## src/rtl/ppi8255_pkg.sv

```systemverilog
// rtl/ppi8255_pkg.sv - register map, control bit indices and handshake pin positions for ppi8255
package ppi8255_pkg;

    localparam logic [1:0] PPI_PA   = 2'd0;
    localparam logic [1:0] PPI_PB   = 2'd1;
    localparam logic [1:0] PPI_PC   = 2'd2;
    localparam logic [1:0] PPI_CTRL = 2'd3;

    localparam int CTRL_MODESET = 7;
    localparam int CTRL_GA_HI   = 6;
    localparam int CTRL_GA_LO   = 5;
    localparam int CTRL_PA_IN   = 4;
    localparam int CTRL_PCU_IN  = 3;
    localparam int CTRL_GB_MODE = 2;
    localparam int CTRL_PB_IN   = 1;
    localparam int CTRL_PCL_IN  = 0;

    localparam logic [2:0] PC_INTR_A  = 3'd3;
    localparam logic [2:0] PC_STB_A_N = 3'd4;
    localparam logic [2:0] PC_IBF_A   = 3'd5;
    localparam logic [2:0] PC_ACK_A_N = 3'd6;
    localparam logic [2:0] PC_OBF_A_N = 3'd7;

    localparam logic [7:0] PPI_CTRL_RESET = 8'h9B;

    typedef struct packed {
        logic inte;
        logic intr;
        logic ibf;
        logic obf_n;
    } m1_status_t;

    localparam m1_status_t M1_STATUS_RESET = '{inte: 1'b0, intr: 1'b0, ibf: 1'b0, obf_n: 1'b1};

endpackage

```

## src/rtl/ppi8255_mode1a.sv

```systemverilog
// rtl/ppi8255_mode1a.sv - group A mode 1 strobed handshake (only instantiated under PPI_MODE1_EN)
module ppi8255_mode1a
    import ppi8255_pkg::*;
(
    input  logic       clk,
    input  logic       reset,
    input  logic       mode_in,
    input  logic       mode_out,
    input  logic       mode_set,
    input  logic       pa_rd,
    input  logic       pa_wr,
    input  logic       bsr_wr,
    input  logic [2:0] bsr_bit,
    input  logic       bsr_val,
    input  logic       stb_n,
    input  logic       ack_n,
    input  logic [7:0] pa_pin,
    output m1_status_t status,
    output logic [7:0] pa_latch
);

    logic       stb_q1, stb_q2, ack_q1, ack_q2;
    logic [7:0] pa_q1;
    m1_status_t st_q, st_d;
    logic [7:0] latch_q, latch_d;
    logic       stb_fall, stb_rise, ack_fall, ack_rise;

    // q1 is the synchronised pin, q2 the previous sample used for edge detection
    assign stb_fall = stb_q2 & ~stb_q1;
    assign stb_rise = ~stb_q2 & stb_q1;
    assign ack_fall = ack_q2 & ~ack_q1;
    assign ack_rise = ~ack_q2 & ack_q1;

    always_comb begin
        st_d    = st_q;
        latch_d = latch_q;
        if (mode_set) begin
            st_d = M1_STATUS_RESET;
        end else if (mode_in) begin
            if (bsr_wr && bsr_bit == PC_STB_A_N) st_d.inte = bsr_val;
            if (stb_fall) begin
                st_d.ibf = 1'b1;
                latch_d  = pa_q1;
            end else if (pa_rd) begin
                st_d.ibf = 1'b0;
            end
            if (stb_rise && st_q.inte) st_d.intr = 1'b1;
            else if (pa_rd)            st_d.intr = 1'b0;
        end else if (mode_out) begin
            if (bsr_wr && bsr_bit == PC_ACK_A_N) st_d.inte = bsr_val;
            if (pa_wr)         st_d.obf_n = 1'b0;
            else if (ack_fall) st_d.obf_n = 1'b1;
            if (ack_rise && st_q.inte) st_d.intr = 1'b1;
            else if (pa_wr)            st_d.intr = 1'b0;
        end
    end

    always_ff @(posedge clk) begin
        if (reset) begin
            stb_q1  <= 1'b1;
            stb_q2  <= 1'b1;
            ack_q1  <= 1'b1;
            ack_q2  <= 1'b1;
            pa_q1   <= '0;
            st_q    <= M1_STATUS_RESET;
            latch_q <= '0;
        end else begin
            stb_q1  <= stb_n;
            stb_q2  <= stb_q1;
            ack_q1  <= ack_n;
            ack_q2  <= ack_q1;
            pa_q1   <= pa_pin;
            st_q    <= st_d;
            latch_q <= latch_d;
        end
    end

    assign status   = st_q;
    assign pa_latch = latch_q;

endmodule

```

## src/rtl/ppi8255.sv

```systemverilog
// rtl/ppi8255.sv - 8255 PPI with control register and BSR; group A mode 1 under PPI_MODE1_EN
module ppi8255
    import ppi8255_pkg::*;
#(
    parameter logic [7:0] CTRL_RESET = PPI_CTRL_RESET,
    parameter logic [7:0] PA_RESET   = 8'h00,
    parameter logic [7:0] PB_RESET   = 8'h00,
    parameter logic [7:0] PC_RESET   = 8'h00
)(
    input  logic       clk,
    input  logic       reset,
    input  logic       cs,
    input  logic       rnw,
    input  logic [1:0] addr,
    input  logic [7:0] din,
    output logic [7:0] dout,
    input  logic [7:0] pa_in,
    input  logic [7:0] pb_in,
    input  logic [7:0] pc_in,
    output logic [7:0] pa_out,
    output logic [7:0] pb_out,
    output logic [7:0] pc_out,
    output logic [7:0] pa_oe,
    output logic [7:0] pb_oe,
    output logic [7:0] pc_oe
);

    logic [7:0] ctrl_q, pa_q, pb_q, pc_q;
    logic       wr, rd, ctrl_wr, mode_set, bsr_wr;
    logic       m1_in, m1_out;
    m1_status_t m1;
    logic [7:0] pa_latch;
    logic [7:0] pc_rd;
    logic       unused_ctrl;

    assign wr       = cs & ~rnw;
    assign rd       = cs & rnw;
    assign ctrl_wr  = wr && addr == PPI_CTRL;
    assign mode_set = ctrl_wr & din[CTRL_MODESET];
    assign bsr_wr   = ctrl_wr & ~din[CTRL_MODESET];

    always_ff @(posedge clk) begin
        if (reset) begin
            ctrl_q <= CTRL_RESET;
            pa_q   <= PA_RESET;
            pb_q   <= PB_RESET;
            pc_q   <= PC_RESET;
        end else if (mode_set) begin
            ctrl_q <= din;
            pa_q   <= '0;
            pb_q   <= '0;
            pc_q   <= '0;
        end else if (bsr_wr) begin
            pc_q[din[3:1]] <= din[0];
        end else if (wr) begin
            case (addr)
                PPI_PA:  pa_q <= din;
                PPI_PB:  pb_q <= din;
                default: pc_q <= din;
            endcase
        end
    end

`ifdef PPI_MODE1_EN
    // modes 2'b1x fall back to mode 0
    assign m1_in  = ctrl_q[CTRL_GA_HI:CTRL_GA_LO] == 2'b01 &&  ctrl_q[CTRL_PA_IN];
    assign m1_out = ctrl_q[CTRL_GA_HI:CTRL_GA_LO] == 2'b01 && !ctrl_q[CTRL_PA_IN];
    assign unused_ctrl = ctrl_q[CTRL_GB_MODE];

    ppi8255_mode1a u_mode1a (
        .clk      (clk),
        .reset    (reset),
        .mode_in  (m1_in),
        .mode_out (m1_out),
        .mode_set (mode_set),
        .pa_rd    (rd && addr == PPI_PA),
        .pa_wr    (wr && addr == PPI_PA),
        .bsr_wr   (bsr_wr),
        .bsr_bit  (din[3:1]),
        .bsr_val  (din[0]),
        .stb_n    (pc_in[PC_STB_A_N]),
        .ack_n    (pc_in[PC_ACK_A_N]),
        .pa_pin   (pa_in),
        .status   (m1),
        .pa_latch (pa_latch)
    );
`else
    assign m1_in       = 1'b0;
    assign m1_out      = 1'b0;
    assign m1          = M1_STATUS_RESET;
    assign pa_latch    = '0;
    assign unused_ctrl = ^{ctrl_q[CTRL_GB_MODE], ctrl_q[CTRL_GA_HI:CTRL_GA_LO]};
`endif

    assign pa_out = pa_q;
    assign pb_out = pb_q;
    assign pa_oe  = ctrl_q[CTRL_PA_IN] ? 8'h00 : 8'hFF;
    assign pb_oe  = ctrl_q[CTRL_PB_IN] ? 8'h00 : 8'hFF;

    // handshake positions carry live status; the strobe/ack position reads back INTE
    always_comb begin
        pc_out = pc_q;
        pc_oe  = {{4{~ctrl_q[CTRL_PCU_IN]}}, {4{~ctrl_q[CTRL_PCL_IN]}}};
        pc_rd  = {ctrl_q[CTRL_PCU_IN] ? pc_in[7:4] : pc_q[7:4],
                  ctrl_q[CTRL_PCL_IN] ? pc_in[3:0] : pc_q[3:0]};
        if (m1_in) begin
            pc_out[PC_IBF_A]  = m1.ibf;
            pc_out[PC_INTR_A] = m1.intr;
            pc_oe[PC_IBF_A]   = 1'b1;
            pc_oe[PC_INTR_A]  = 1'b1;
            pc_oe[PC_STB_A_N] = 1'b0;
            pc_rd[PC_IBF_A]   = m1.ibf;
            pc_rd[PC_INTR_A]  = m1.intr;
            pc_rd[PC_STB_A_N] = m1.inte;
        end
        if (m1_out) begin
            pc_out[PC_OBF_A_N] = m1.obf_n;
            pc_out[PC_INTR_A]  = m1.intr;
            pc_oe[PC_OBF_A_N]  = 1'b1;
            pc_oe[PC_INTR_A]   = 1'b1;
            pc_oe[PC_ACK_A_N]  = 1'b0;
            pc_rd[PC_OBF_A_N]  = m1.obf_n;
            pc_rd[PC_INTR_A]   = m1.intr;
            pc_rd[PC_ACK_A_N]  = m1.inte;
        end
    end

    always_comb begin
        dout = ctrl_q;
        case (addr)
            PPI_PA:  dout = m1_in ? pa_latch : (ctrl_q[CTRL_PA_IN] ? pa_in : pa_q);
            PPI_PB:  dout = ctrl_q[CTRL_PB_IN] ? pb_in : pb_q;
            PPI_PC:  dout = pc_rd;
            default: dout = ctrl_q;
        endcase
    end

endmodule

```

## config.mk

```make
export PLATFORM = sky130hd
export DESIGN_NAME = ppi8255
export DESIGN_NICKNAME = d
export VERILOG_FILES = /design/src/rtl/ppi8255_pkg.sv /design/src/rtl/ppi8255_mode1a.sv /design/src/rtl/ppi8255.sv
export SDC_FILE = /design/constraint.sdc
export NUM_CORES = 1
export LEC_CHECK = 0
export CORE_ASPECT_RATIO = 1.2
export CORE_MARGIN = 1
export CORE_UTILIZATION = 38
export CTS_CLUSTER_DIAMETER = 30
export CTS_CLUSTER_SIZE = 20
export DETAILED_ROUTE_END_ITERATION = 8
export PLACE_DENSITY = 0.83
export SYNTH_ARGS = -nofsm -noshare
export SYNTH_HDL_FRONTEND = slang
export SYNTH_SLANG_ARGS = --single-unit
```

## constraint.sdc

```tcl
create_clock -name clk -period 1.8 [get_ports clk]
set_input_delay 0.54 -clock clk [delete_from_list [all_inputs] [get_ports clk]]
set_output_delay 0.54 -clock clk [all_outputs]
set_load 0.1 [all_outputs]
```

==> flow_summary.yaml <==
power_and_ir_drop:
  ir_drop_mv: 0.479
  swShare_pct: 35.1
  p_total_uw: 2430
  leakagePower_uw: 0.00190
  pwr-share-comb_pct: 38.1
  power_density_nw_per_um2: 551
  seqPwrFrac_pct: 29.5
  p_sw_uw: 853
  power.share.clock_pct: 32.3
  p_int_uw: 1580
logic_synthesis:
  ys_seq_area_share_pct: 31.3
  synthCells: 232
  synth_fp_nets: 270
  synth.yosys.warnings: 0
  synth_area_leaders: "dfxtp_1 (31%), mux2_2 (11%), mux2i_1 (8.8%)"
  syn_area_um2: 2040
  ys_types: 35
  synth-seq-cells: 32
  avgSynthCellArea_um2: 8.81
  yosysTopAreaCell: "dfxtp_1"
  synth_top_area_share_pct: 31.3
sta:
  drv_slew: 0
  max_slew_margin_pct: 79.2
  max_freq_mhz: 425
  tightest_slew_ps: 311
  finalHoldViolCount: 0
  rsz0062_at_grt: "yes"
  finalSetupViolCount: 34
  skew_ps: 0
  fin_crit_ps: 2350
  worst_slack_ps: -554
  finalCritPeriodShare_pct: 131
route:
  wl_met2_mm: 5.07
  viasPerCell: 5.91
  wl_met3_mm: 1.01
  drtAntennaViolNets: 0
  maxUsedRoutingLayer: "met4"
  wl_met1_mm: 3.52
  drc: 0
  num_vias: 2495
  first_pass_iters: 4
  wl_per_cell_um: 24.6
  first_iter_violations: 169
  routed_wl_mm: 10.4
place:
  hpwl_mm: 6.28
  place_inst: 408
  port_buffers: 93
  finalWeightedCongestion: 0.882
  placed_cell_area_um2: 4030
  pre_cts_ws_ps: -683
clock_tree:
  cts_sinks: 32
  numCtsBuffers: 5
  cts.clk_slew.worst_paths_ps: 70
  root_buffer: "clkbuf_8"
  cts.path.max_buffers: 2
  cts_tree: "done"
  postCtsHoldBufs: 0
  htree_levels: 2
  clk-insertion-delay-late_ps: 300
critical_path:
  worstPathRequired_ps: 1260
  cp.arrival_ps: 1810
  worstPathMaxFanout: 1
  setup.worst_path.end_class: "output pin"
  cp-start-kind: "input pin"
  critPathKind: "input pin to output pin"
floorplan:
  io_pins: 94
  core_area_um2: 5040
  die_area_um2: 5680
  initial_core_util_pct: 40.5
  rows: 28
  die_x_um: 69.0
  die_h_um: 82.4
global_route:
  grt_pass1_wl_mm: 14.4
  grt_max_degree: 25
  grt_overflow: 0
  grt_usage_pct: 36.2
  grt_pass1_vias: 2587
  antenna_found_initial: 0
final_layout:
  diodes: 0
  finalNonFillerCells: 422
  final_nets: 399
  area_growth_pct: 116
  drive_gt1_share_pct: 57.7
  final_area_um2: 4420
status:
  status: "finished, violations left"
  violations: "setup timing"
run:
  cap_violations: 0
hold_path:
  hp-class: "flip-flop to flip-flop"
metal layers:
layer | track usage (%) | vias up
li1 | - | 1046
met2 | 61.6 | 198
met5 | 0 | -
met1 | 38.8 | 1182
met3 | 10.7 | 69
met4 | 21.6 | 0
stage by stage:
stage	TNS (ps)	utilization [%]	hold slack, ps
6_report	-7910	87.6	476
5_1_grt	-9000	87.6	482
4_1_cts	-7090	85.7	486
3_5_place_dp	-21920	79.9	468
3_3_place_gp	-20760	79.9	423
2_1_floorplan	-4200	-	412
synthesized netlist by cell type (all sizes together):
master,count
nor2b,2
a211oi,2
inv,7
buf,32
a21o,1
nand3b,3
o21bai,2
mux4,6
o21ai,9
nor4,2
or3,2
o311ai,2
o21a,1
mux2,20
or3b,2
nand2,25
nor2,19
a21oi,21
dfxtp,32
clkbuf,6
and3b,1
or2,1
a31oi,1
nand2b,4
nand3,2
mux2i,18
nor3,9
cell usage in the layout (no fill, tap or decap), types with 2 or more instances in the layout:
cell type / count
o21bai_1: 2
o311ai_4: 2
clkdlybuf4s50_1: 14
nand2b_1: 3
nor2_1: 18
o21ai_4: 3
nand2_1: 24
dfxtp_1: 5
nand3_1: 2
dfxtp_4: 22
clkinvlp_4: 4
inv_1: 2
dfxtp_2: 5
a21oi_1: 20
clkdlybuf4s15_1: 2
mux4_2: 6
nand3b_1: 3
buf_4: 51
mux2i_1: 16
o21ai_0: 5
nor3_1: 8
buf_12: 60
buf_6: 9
dlygate4sd2_1: 20
or3_4: 2
clkbuf_8: 7
nor2b_1: 2
mux2_4: 19
final cells by class:
cell class / count / area, µm²
clock buffer: 7 / 96.3
sequential: 32 / 729
fill: 187 / 627
inverter: 7 / 41.3
clock inverter: 1 / 30.0
multi-input combinational: 156 / 1350
tap: 60 / 75.1
timing repair buffer: 159 / 2090
power groups by stage:
stage          registers (µW)  logic (µW)  clock network (µW)
3_3_place_gp              735         841                   0
6_report                  718         928                 787
5_1_grt                   719         952                 833
3_5_place_dp              737         864                   0
2_1_floorplan             842         386                   0
4_1_cts                   716         888                 789
worst paths after layout:
kind	from	end	slack [ps]	cells past startpoint
setup / recovery	pa_in[2]	dout[2]	-550	4
hold / removal	ctrl_q[7]$_SDFFE_PP1P_	ctrl_q[7]$_SDFFE_PP1P_	480	1
setup reg to reg	ctrl_q[4]$_SDFFE_PP1P_	ctrl_q[4]$_SDFFE_PP1P_	700	4
hold reg to reg	ctrl_q[7]$_SDFFE_PP1P_	ctrl_q[7]$_SDFFE_PP1P_	480	1
state kept, by name, indices dropped and copies added (netlist names):
name,cells
pc_out,8
pb_out,8
pa_out,8
ctrl_q,8
cell families (layout without fill, tap and decap cells):
logic type,count (synthesis),after routing,synth area share (%)
DFF,32,32,31.3
buffers and inverters,45,174,13.5
AOI/OAI and AO/OA,39,39,10.7
muxes,44,44,26.6
and+or+nand+nor,72,73,17.9
repair_timing:
action | 4_1_cts | 5_1_grt
buffers inserted | 2 | 3
hold endpoints to repair | 0 | 0
cloned | 1 | 2
endpoints found under the setup margin | 64 | 42
pin swaps | 5 | 1
resized for setup | 69 | 12
critical path, stage by stage:
cell and delay, ps:
clkdlybuf4s15_1 270, mux2_4 320, mux4_2 490, buf_12 190
Note: power is estimated with default switching activity, not from simulation.
